## config.mk

```make
export PLATFORM = sky130hd
export DESIGN_NAME = sam_mapper
export DESIGN_NICKNAME = d
export VERILOG_FILES = /design/src/rtl/sam_mapper.sv
export SDC_FILE = /design/constraint.sdc
export NUM_CORES = 1
export LEC_CHECK = 0
export ABC_CLOCK_PERIOD_IN_PS = 3970
export BUFFER_PORTS_ARGS = -buffer_cell sky130_fd_sc_hd__buf_4
export CORE_MARGIN = 4
export CORE_UTILIZATION = 35
export DETAILED_ROUTE_END_ITERATION = 12
export GPL_ROUTABILITY_DRIVEN = 0
export SYNTH_ARGS = -nofsm -noshare
export SYNTH_HDL_FRONTEND = slang
export SYNTH_SLANG_ARGS = --single-unit
export TNS_END_PERCENT = 10
```

## constraint.sdc

```tcl
create_clock -name clk -period 3.97 [get_ports clk]
set_input_delay 0.794 -clock clk [delete_from_list [all_inputs] [get_ports clk]]
set_output_delay 0.794 -clock clk [all_outputs]
set_load 0.02 [all_outputs]
```

## src/rtl/sam_mapper.sv

```systemverilog
// SAM-style system controller: E/Q clock generator, address decoder, control register, video address counter.
// Clocks and vid_addr are registered (1 clk); decode is combinational; no backpressure, pulses act on the clk they are seen.
module sam_mapper #(
    parameter int QDIV    = 16,
    parameter int RAM_AW  = 15,
    parameter int VRAM_AW = 15
) (
    input  logic               clk,
    input  logic               reset,
    input  logic [15:0]        cpu_addr,
    input  logic               cpu_rw,
    output logic               E,
    output logic               Q,
    output logic               e_fall,
    output logic               we,
    output logic               ram_cs,
    output logic               rom8_cs,
    output logic               romA_cs,
    output logic               romC_cs,
    output logic               pia0_cs,
    output logic               pia1_cs,
    output logic               io_cs,
    output logic               sam_cs,
    output logic [15:0]        sam_reg,
    input  logic               fs_start,
    input  logic               line_end,
    input  logic               byte_req,
    output logic [VRAM_AW-1:0] vid_addr
);
    localparam int PW = $clog2(QDIV);

    logic [PW-1:0]      r_presc;
    logic [1:0]         r_quarter;
    logic               r_e, r_q, r_efall;
    logic [15:0]        r_sam;
    logic [VRAM_AW-1:0] r_row_base, r_vid;
    logic [4:0]         r_x;
    logic [3:0]         r_ycnt;

    logic               w_qtick;
    logic [1:0]         w_qnext;
    logic               w_ty;
    logic               w_b32;
    logic [3:0]         w_ylast;
    logic [15:0]        w_fbase16;
    logic [VRAM_AW-1:0] w_fbase, w_bpr, w_row_adv, w_xoff;
    logic [4:0]         w_xnext;

    assign w_qtick = (r_presc == PW'(QDIV - 1));
    assign w_qnext = w_qtick ? r_quarter + 2'd1 : r_quarter;

    assign E       = r_e;
    assign Q       = r_q;
    assign e_fall  = r_efall;
    assign we      = ~cpu_rw & r_e;
    assign sam_reg = r_sam;
    assign vid_addr = r_vid;

    // Map type only matters when there is a full 64K of RAM behind the upper half.
    assign w_ty = (RAM_AW >= 16) && r_sam[15];

    always_comb begin
        ram_cs  = 1'b0;
        rom8_cs = 1'b0;
        romA_cs = 1'b0;
        romC_cs = 1'b0;
        pia0_cs = 1'b0;
        pia1_cs = 1'b0;
        io_cs   = 1'b0;
        sam_cs  = 1'b0;
        if (cpu_addr >= 16'hFFC0 && cpu_addr <= 16'hFFDF)
            sam_cs = 1'b1;
        else if (cpu_addr >= 16'hFF40)
            io_cs = 1'b1;
        else if (cpu_addr >= 16'hFF20)
            pia1_cs = 1'b1;
        else if (cpu_addr >= 16'hFF00)
            pia0_cs = 1'b1;
        else if (w_ty || !cpu_addr[15])
            ram_cs = 1'b1;
        else if (cpu_addr < 16'hA000)
            rom8_cs = 1'b1;
        else if (cpu_addr < 16'hC000)
            romA_cs = 1'b1;
        else
            romC_cs = 1'b1;
    end

    always_comb begin
        w_b32   = 1'b1;
        w_ylast = 4'd0;
        case (r_sam[2:0])
            3'd0: w_ylast = 4'd11;
            3'd1: begin w_b32 = 1'b0; w_ylast = 4'd2; end
            3'd2: w_ylast = 4'd2;
            3'd3: begin w_b32 = 1'b0; w_ylast = 4'd1; end
            3'd4: w_ylast = 4'd1;
            3'd5: w_b32 = 1'b0;
            default: w_ylast = 4'd0;
        endcase
    end

    assign w_fbase16 = {r_sam[9:3], 9'b0};
    assign w_fbase   = w_fbase16[VRAM_AW-1:0];
    assign w_bpr     = w_b32 ? VRAM_AW'(32) : VRAM_AW'(16);
    assign w_row_adv = r_row_base + w_bpr;
    assign w_xnext   = r_x + 5'd1;
    assign w_xoff    = w_b32 ? VRAM_AW'(w_xnext) : VRAM_AW'(w_xnext[4:1]);

    always_ff @(posedge clk) begin
        if (reset) begin
            r_presc    <= '0;
            r_quarter  <= 2'd0;
            r_e        <= 1'b0;
            r_q        <= 1'b0;
            r_efall    <= 1'b0;
            r_sam      <= 16'h0000;
            r_row_base <= '0;
            r_vid      <= '0;
            r_x        <= 5'd0;
            r_ycnt     <= 4'd0;
        end else begin
            r_presc   <= w_qtick ? '0 : r_presc + 1'b1;
            r_quarter <= w_qnext;
            r_e       <= w_qnext[1];
            r_q       <= w_qnext[1] ^ w_qnext[0];
            r_efall   <= w_qtick && (r_quarter == 2'd3);

            if (r_efall && !cpu_rw && sam_cs)
                r_sam[cpu_addr[4:1]] <= cpu_addr[0];

            // A shrunken Y divide can leave ycnt past the new limit, hence >=.
            if (fs_start) begin
                r_row_base <= w_fbase;
                r_vid      <= w_fbase;
                r_x        <= 5'd0;
                r_ycnt     <= 4'd0;
            end else if (line_end) begin
                r_x <= 5'd0;
                if (r_ycnt >= w_ylast) begin
                    r_ycnt     <= 4'd0;
                    r_row_base <= w_row_adv;
                    r_vid      <= w_row_adv;
                end else begin
                    r_ycnt <= r_ycnt + 4'd1;
                    r_vid  <= r_row_base;
                end
            end else if (byte_req) begin
                r_x   <= w_xnext;
                r_vid <= r_row_base + w_xoff;
            end
        end
    end
endmodule
```

## Yosys cells after proc, flatten, opt, wreduce, memory -nomap -nowiden

Index checks and enable logic that the tools add are counted.

- Bits in registers: 64
- Latch bits: 0
- RAM bits: 0
- Memory bits (read-only): 0
- Bits of input ports: 22
- Output and inout bits: 43
- Word-level logic and storage cells: 103
- Memories kept: 0

- $add $sub $neg: 6
- Multipliers: 0
- Div/mod/pow operators: 0
- Magnitude comparators: 10
- Equal/unequal tests: 7
- Shift-type cells: 0
- Mux-type cells: 49
- Bitwise gates (word level): 3
- Reductions and logical operators: 16

Operators with widths:

| kind | count |
|---|---|
| 15-bit two-way mux | 6 |
| 16-bit greater-or-equal comparator, second input constant | 4 |
| 1-bit two-way mux | 36 |
| 16-bit < comparator, second input constant | 2 |
| 16-bit bitwise mux | 1 |
| 16-bit <= comparator, second input constant | 1 |
| 15-bit by 5-bit adder with 15-bit output | 1 |
| 15-bit by 6-bit adder with 15-bit output | 1 |
| 4-bit one-hot mux with 3 select lines | 1 |
| 4-bit by 1-bit adder with 4-bit output, second input constant | 2 |
| 2-bit OR reduction | 4 |
| 3-bit by 2-bit == test with 1-bit output, second input constant | 2 |
| 3-bit == test, second input constant | 2 |
| 6-bit two-way mux | 1 |
| 3-bit OR reduction | 2 |
| 5-bit by 1-bit adder with 5-bit output, second input constant | 1 |
| 1-bit logical AND | 5 |
| 4-bit by 5-bit < comparator with 1-bit output, second input constant | 1 |
| 5-bit two-way mux | 1 |
| 1-bit demux with 4-bit select | 1 |
| 4-bit == test, second input constant | 1 |
| 4-bit by 1-bit greater-or-equal comparator with 1-bit output, second input constant | 1 |
| 4-bit greater-or-equal comparator | 1 |
| 4-bit two-way mux | 1 |
| 11 further kinds | 12 |

## Depth between registers and ports, before layout

Gate-level depths: netlist of the first run.

- Depth after elaboration: 8
- Depth in mapped cells: 11
- Mapped depth without buffers: 11

## Worst setup path before layout of the first run

Ideal clock, no wire load.

- Kind: input to output
- Start point: input port cpu_addr[13]
- End point: output port pia1_cs
- Data arrival time: 2.334 ns
- Required time: 3.176 ns
- Slack: 0.842 ns
- Stages on the path: 4
- Buffers on the path: 1
- Path through: nand2_1 > or4_4 > buf_2 > nor4b_1

- Word-level cells in the longest chain between the ends: 4
- Elaborated cells between the ends (all ways): 8
- Those cells by class: 4 x order compare; 3 x mux; 1 x reduce/logical

RTL lines:

| what | RTL line | source |
|---|---|---|
| start, declared | 10 | `input logic [15:0] cpu_addr,` |
| 16-bit greater-or-equal comparator | 75 | `else if (cpu_addr >= 16'hFF20)` |
| 1-bit two-way mux | 75 |  |
| 1-bit two-way mux | 73 | `else if (cpu_addr >= 16'hFF40)` |
| 1-bit two-way mux * | 71 | `if (cpu_addr >= 16'hFFC0 && cpu_addr <= 16'hFFDF)` |
| end, declared | 21 | `output logic pia1_cs,` |

Every way passes the cells marked *; elsewhere a longest branch is shown, timed or not.

## Worst setup path after layout of the first run

- Start point: register r_sam[0] (netlist: sam_reg[0])
- End point: register r_row_base[14]

- Word-level cells in the longest chain between the ends: 7
- Elaborated cells between the ends (all ways): 16
- Those cells by class: 1 x add/sub; 1 x order compare; 5 x eq/ne; 5 x mux; 4 x reduce/logical

RTL lines:

| what | RTL line | source |
|---|---|---|
| start, declared | 35 | `logic [15:0] r_sam;` |
| start signal, assigned by index | 130 | `r_sam[cpu_addr[4:1]] <= cpu_addr[0];` |
| 3-bit by 2-bit == test with 1-bit output (tied with other cells) | 92 | `case (r_sam[2:0])` |
| 3-bit OR reduction (no source line) / 2-bit OR reduction (equally long branches) | -- |  |
| 6-bit two-way mux / 4-bit one-hot mux with 3 select lines (equally long branches) | 105, 92 |  |
| 15-bit by 6-bit adder with 15-bit output / 4-bit greater-or-equal comparator (equally long branches) | 106, 140 |  |
| 15-bit two-way mux * | 140 | `if (r_ycnt >= w_ylast) begin` |
| 15-bit two-way mux * | 138 | `end else if (line_end) begin` |
| 15-bit two-way mux * | 133 | `if (fs_start) begin` |
| end signal, assigned | 134 | `r_row_base <= w_fbase;` |
| end signal, assigned | 142 | `r_row_base <= w_row_adv;` |
| end, declared | 36 | `logic [VRAM_AW-1:0] r_row_base, r_vid;` |

Every way passes the cells marked *; elsewhere a longest branch is shown, timed or not. The select of a mux whose other input is x is not followed.
A chain may end at the register's enable or synchronous reset.

==> results.json, run 1 <==
{
  "peakVddDrop_mv": 0.132,
  "post_cts_resized": 0,
  "yosys.area_share.simple": 0.277,
  "max_cap_violations": 0,
  "overflow": 0,
  "worstPathRequired_ns": 4.20,
  "synth_most_common_cell": "dfxtp_1",
  "io_buffers": 64,
  "crit_arrival_ns": 3.30,
  "diodes": 0,
  "final_antenna_net_count": 0,
  "synth_nets": 451,
  "wl_met1_mm": 4.02,
  "avgRoutedWirePerCell_um": 14.3,
  "synth_compound_area_frac": 0.132,
  "synthXorXnorAreaFrac": 0.0782,
  "synth_largest_area_cell": "dfxtp_1",
  "area_growth_pct": 20.6,
  "final_area_um2": 4050,
  "grt_pass1_vias": 2870,
  "route.met3.wl_um": 407,
  "die-width_um": 106,
  "initialDrtViolationCount": 186,
  "setup_viol": 0,
  "first_pass_iters": 4,
  "highest_layer": "met4",
  "dpl_cell_area_um2": 3870,
  "synth_top_area_share": 0.352,
  "synth_top_cells_by_count": "59 x dfxtp_1, 56 x nor2_1, 25 x a21oi_1, 25 x nand2_1, 25 x nor3_1",
  "ys.flop_type": "dfxtp_1",
  "slowest_stage": "a21boi_1",
  "synth.top_cells.by_area": "dfxtp_1 35%, mux2i_1 6.3%, nor2_1 6.3%",
  "seq_area_frac_synth": 0.352,
  "rrSetupSlack_ns": 0.90,
  "cellPowerDensity_nw_per_um2": 298,
  "nNetsFinal": 496,
  "cts_num_sinks": 59,
  "largest_reg_flops": 16,
  "drive_gt1_frac": 0.182,
  "crit_fanout": 9,
  "initial_core_util": 0.362,
  "worst_pin_slew_ns": 0.884,
  "htreeDepth": 3,
  "hold_viol_final": 0,
  "ys_ff_latch": 59,
  "path_class": "reg2reg",
  "cp_cell_sequence": "a21boi_1 -> ha_1 -> inv_1 -> fa_1 -> or3_1 -> nor4_1 -> xor2_1 -> o21a_1",
  "wl_met2_mm": 3.98,
  "relSlewSlack": 0.408,
  "antenna_found_initial": 0,
  "vias_per_cell": 5.22,
  "crit_buf_inv": 1,
  "cts_setup_buffers": 0,
  "grt_usage": 0.154,
  "synth_top_family_by_area": "simple AND/OR/NAND/NOR gates",
  "numCtsBuffers": 9,
  "grt_pass1_wl_mm": 14.1,
  "wirelength_mm": 8.54,
  "top_level_ports": 65,
  "via_count": 3111,
  "placeableCoreArea_um2": 9280,
  "dieArea_um2": 11200,
  "avgSynthCellArea_um2": 8.06,
  "root_buffer": "clkbuf_8",
  "grt_max_degree": 40,
  "cts_tree": "built",
  "ys_warn_count": 0,
  "critPathTopFamily": "simple AND/OR/NAND/NOR gates",
  "clock_path_buffers": 2,
  "synthesis.area_um2": 3360,
  "synth_fa_ha_area_frac": 0.0469,
  "tns_ns": 0,
  "finalCritPeriodShare": 0.773,
  "drv_slew": 0,
  "crit_path_max_incr_delay_ns": 0.64,
  "worstSkewPairLatency_ns": 0.33,
  "dp_hpwl_mm": 6.14,
  "ys_types": 48,
  "hold_class": "reg2reg",
  "fp.dieH_um": 106,
  "leakagePower_uw": 0.00152,
  "cts.clk_slew.worst_paths_ns": 0.07,
  "startpoint_type": "register",
  "fin_worst_skew_ns": 0.00410,
  "drc": 0,
  "outcome": "complete, no violations",
  "final_cells": 596,
  "synth_mux_area_frac": 0.0626,
  "synthArstFlopShare": 0,
  "synth-edff-count": 0,
  "rows": 35,
  "period_needed_ns": 3.07,
  "nFillCells": 951,
  "rsz0062_at_grt": "no",
  "critPathCaptureType": "register",
  "place_inst": 580,
  "cts_hold_buffers": 0,
  "fmax_ghz": 0.326,
  "synth_cells": 417
}
==> layout make-up <==
cell class	count	area, um2	share of cell area
Tap cell	129	161	0.0398
Timing Repair Buffer	64	480	0.119
Sequential cell	59	1180	0.292
Clock buffer	9	124	0.0306
Inverter	12	45.0	0.0111
Multi-Input combinational cell	316	2000	0.495
Clock inverter	7	55.1	0.0136
==> final timing paths <==
check / startpoint / end / depth (start not counted)
max: sam_reg[0] / r_row_base[14] / 8
min: vid_addr[1] / vid_addr[1] / 2
max reg2reg: sam_reg[0] / r_row_base[14] / 8
min reg2reg: vid_addr[1] / vid_addr[1] / 2
==> per-stage QoR <==
stage	setup WS, ns	power (uW)	hold slack (ns)	utilization
6_report	0.903	1210	0.479	0.436
5_1_grt	0.714	1260	0.516	0.436
4_1_cts	0.901	1220	0.489	0.436
3_5_place_dp	0.934	732	0.478	0.417
3_3_place_gp	1.03	731	0.463	0.417
2_1_floorplan	0.842	689	0.455	-
==> layout by cell type, fill, tap and decap left out, types with 6 or more instances in the layout <==
| cell | n |
|---|---|
| nand4_1 | 8 |
| xor2_1 | 19 |
| o21ai_0 | 13 |
| inv_1 | 12 |
| a21oi_1 | 25 |
| dfxtp_1 | 59 |
| nand2_1 | 25 |
| o21a_1 | 6 |
| buf_4 | 64 |
| nor3_1 | 25 |
| clkbuf_8 | 9 |
| nand3_1 | 15 |
| nor2_1 | 56 |
| nor4_1 | 14 |
| ha_1 | 11 |
| a211oi_1 | 10 |
| mux2i_1 | 21 |
| nor2b_1 | 7 |
| xnor2_1 | 11 |
==> metal layers <==
metal | up-vias | GRT usage
met4 | 0 | 0.0601
li1 | 1580 | -
met1 | 1440 | 0.210
met2 | 78 | 0.240
met3 | 13 | 0.0279
met5 | - | 0
==> worst min-delay path, delay by kind of cell (launching register included) <==
family	cells	cell delay, ns
compound gates	1	0.05
simple gates	1	0.06
flops	1	0.32
==> cell families (layout without fill, tap and decap cells) <==
family | Yosys count | in the layout
AND/OR/NAND/NOR | 182 | 182
AO/OA/AOI/OAI | 71 | 71
flip-flops | 59 | 59
buffers and inverters | 42 | 92
XOR/XNOR | 30 | 30
multiplexers | 21 | 21
adder cells (fa/ha/maj) | 12 | 12
==> where the power goes <==
part	switching [uW]	internal, uW
logic	62.2	43.6
registers	11.3	601
clock network	261	227
total	334	872
(Power assumes the default switching activity.)
==> run 2, diff against run 1 <==
--- a/config.mk
+++ b/config.mk
@@ -5,7 +5,7 @@
 export SDC_FILE = /design/constraint.sdc
 export NUM_CORES = 1
 export LEC_CHECK = 0
-export ABC_CLOCK_PERIOD_IN_PS = 3970
+export ABC_CLOCK_PERIOD_IN_PS = 2600
 export BUFFER_PORTS_ARGS = -buffer_cell sky130_fd_sc_hd__buf_4
 export CORE_MARGIN = 4
 export CORE_UTILIZATION = 35
==> constraint.sdc (replaced) <==
create_clock -name clk -period 2.6 [get_ports clk]
set_input_delay 0.52 -clock clk [delete_from_list [all_inputs] [get_ports clk]]
set_output_delay 0.52 -clock clk [all_outputs]
set_load 0.02 [all_outputs]
==> results.json, run 2 (synthesized netlist as in run 1, its figures left out) <==
{
  "initial_core_util": 0.362,
  "cts.clk_slew.worst_paths_ns": 0.08,
  "top_level_ports": 65,
  "grt_max_degree": 40,
  "diodes": 0,
  "clock_path_buffers": 2,
  "numCtsBuffers": 9,
  "crit_start": "sam_reg[2]",
  "crit_arrival_ns": 2.67,
  "overflow": 0,
  "peakVddDrop_mv": 0.194,
  "fmax_ghz": 0.412,
  "pwr-share-clk": 0.407,
  "fp.dieH_um": 106,
  "drive_gt1_frac": 0.198,
  "final_cells": 603,
  "worst_pin_slew_ns": 0.549,
  "place_inst": 587,
  "endpoint": "r_row_base[14]",
  "via_count": 3079,
  "placeableCoreArea_um2": 9280,
  "cts_num_sinks": 59,
  "avgRoutedWirePerCell_um": 13.9,
  "io_buffers": 64,
  "hold_viol_final": 0,
  "drc": 0,
  "rrSetupSlack_ns": 0.17,
  "path_class": "reg2reg",
  "grt_usage": 0.154,
  "grt_pass1_vias": 2889,
  "multi_input_area_um2": 2020,
  "reg2reg_from": "sam_reg[2]",
  "critPathCaptureType": "register",
  "vias_per_cell": 5.11,
  "wirelength_mm": 8.37,
  "period_needed_ns": 2.43,
  "cts_setup_buffers": 0,
  "largest_reg_flops": 16,
  "rows": 35,
  "startpoint_type": "register",
  "leakagePower_uw": 0.00156,
  "first_pass_iters": 5,
  "initialDrtViolationCount": 128,
  "rsz0062_at_grt": "yes",
  "final_common_cell": "buf_4",
  "intPower_uw": 1330,
  "grt_pass1_wl_mm": 14.0,
  "nNetsFinal": 503,
  "relSlewSlack": 0.633,
  "fin_worst_skew_ns": 0.00808,
  "htreeDepth": 3,
  "worstSkewPairLatency_ns": 0.34,
  "setup_viol": 0,
  "nFillCells": 966,
  "r2r_end": "r_row_base[14]",
  "dp_hpwl_mm": 6.15,
  "cts_hold_buffers": 0,
  "cts_tree": "built",
  "grtUsageMet2": 0.242,
  "max_cap_violations": 0,
  "reg2regPathDepth": 8,
  "switching_share": 0.278,
  "regArea_um2": 1180,
  "die-width_um": 106,
  "dieArea_um2": 11200,
  "antenna_found_initial": 0,
  "seqPwrFrac": 0.506,
  "grt_use_met3": 0.0443,
  "final_antenna_net_count": 0,
  "crit_fanout": 6,
  "worstPathRequired_ns": 2.84,
  "comb_power_share": 0.087,
  "gr-max-usage-layer": "met2",
  "layout_common_cells": "71 x buf_4, 59 x dfxtp_1, 56 x nor2_1",
  "cellPowerDensity_nw_per_um2": 449,
  "outcome": "complete, no violations",
  "final_area_um2": 4120,
  "finalCritPeriodShare": 0.934,
  "drv_slew": 0,
  "hold_class": "reg2reg",
  "root_buffer": "clkbuf_8",
  "area_growth_pct": 22.6,
  "met1_usage": 0.203,
  "dpl_cell_area_um2": 3940,
  "p_switching_uw": 514
}
-- run 2: how the worst min path moves through the flow --
stage                           start          end  slack (ns)  depth (start not counted)
after CTS                 vid_addr[1]  vid_addr[1]        0.47                          2
after global routing      vid_addr[1]  vid_addr[1]        0.50                          2
after floorplan            r_presc[0]   r_presc[0]        0.46                          1
after global placement    vid_addr[1]  vid_addr[1]        0.45                          2
final                     vid_addr[1]  vid_addr[1]        0.47                          2
after detailed placement  vid_addr[1]  vid_addr[1]        0.46                          2
-- run 2: power by group through the flow --
stage	Sequential (uW)	Combinational [uW]	Clock (uW)
floorplan	956	96.7	0
global placement	956	158	0
detailed placement	956	160	0
CTS	935	160	779
global route	938	179	819
finish	935	160	753
-- run 2: critical path, stage by stage, from the launching register on --
cell and delay [ns]:
dfxtp_1 0.38, a21boi_4 0.23, ha_1 0.20, inv_1 0.06
fa_1 0.39, or3_1 0.44, nor4_1 0.35, xor2_1 0.11
o21a_1 0.18
-- run 2: timing repair --
item,CTS,global route
endpoints found under the setup margin,0,3
hold endpoints to repair,0,0
gates resized for setup,0,1
-- run 2: cell type report --
cell class | instances | share of cell area
clock inverter | 7 | 0.0131
inverter | 12 | 0.0109
timing repair buffer | 71 | 0.129
multi-input combinational | 316 | 0.491
clock buffer | 9 | 0.0301
sequential | 59 | 0.287
tap | 129 | 0.0392
-- run 2: layer usage --
metal,vias up,routed length (um)
met4,0,152
met1,1432,4000
met3,11,325
met2,48,3890
li1,1588,-
met5,-,0
-- run 2: per-stage QoR --
stage	utilization	setup slack (ns)	power [uW]	hold WS (ns)	TNS (ns)
global route	0.444	-0.000661	1940	0.497	-0.000661
floorplan	-	0.00375	1050	0.455	0
finish	0.444	0.171	1850	0.465	0
global placement	0.424	0.218	1110	0.454	0
CTS	0.443	0.162	1880	0.469	0
detailed placement	0.424	0.182	1120	0.456	0
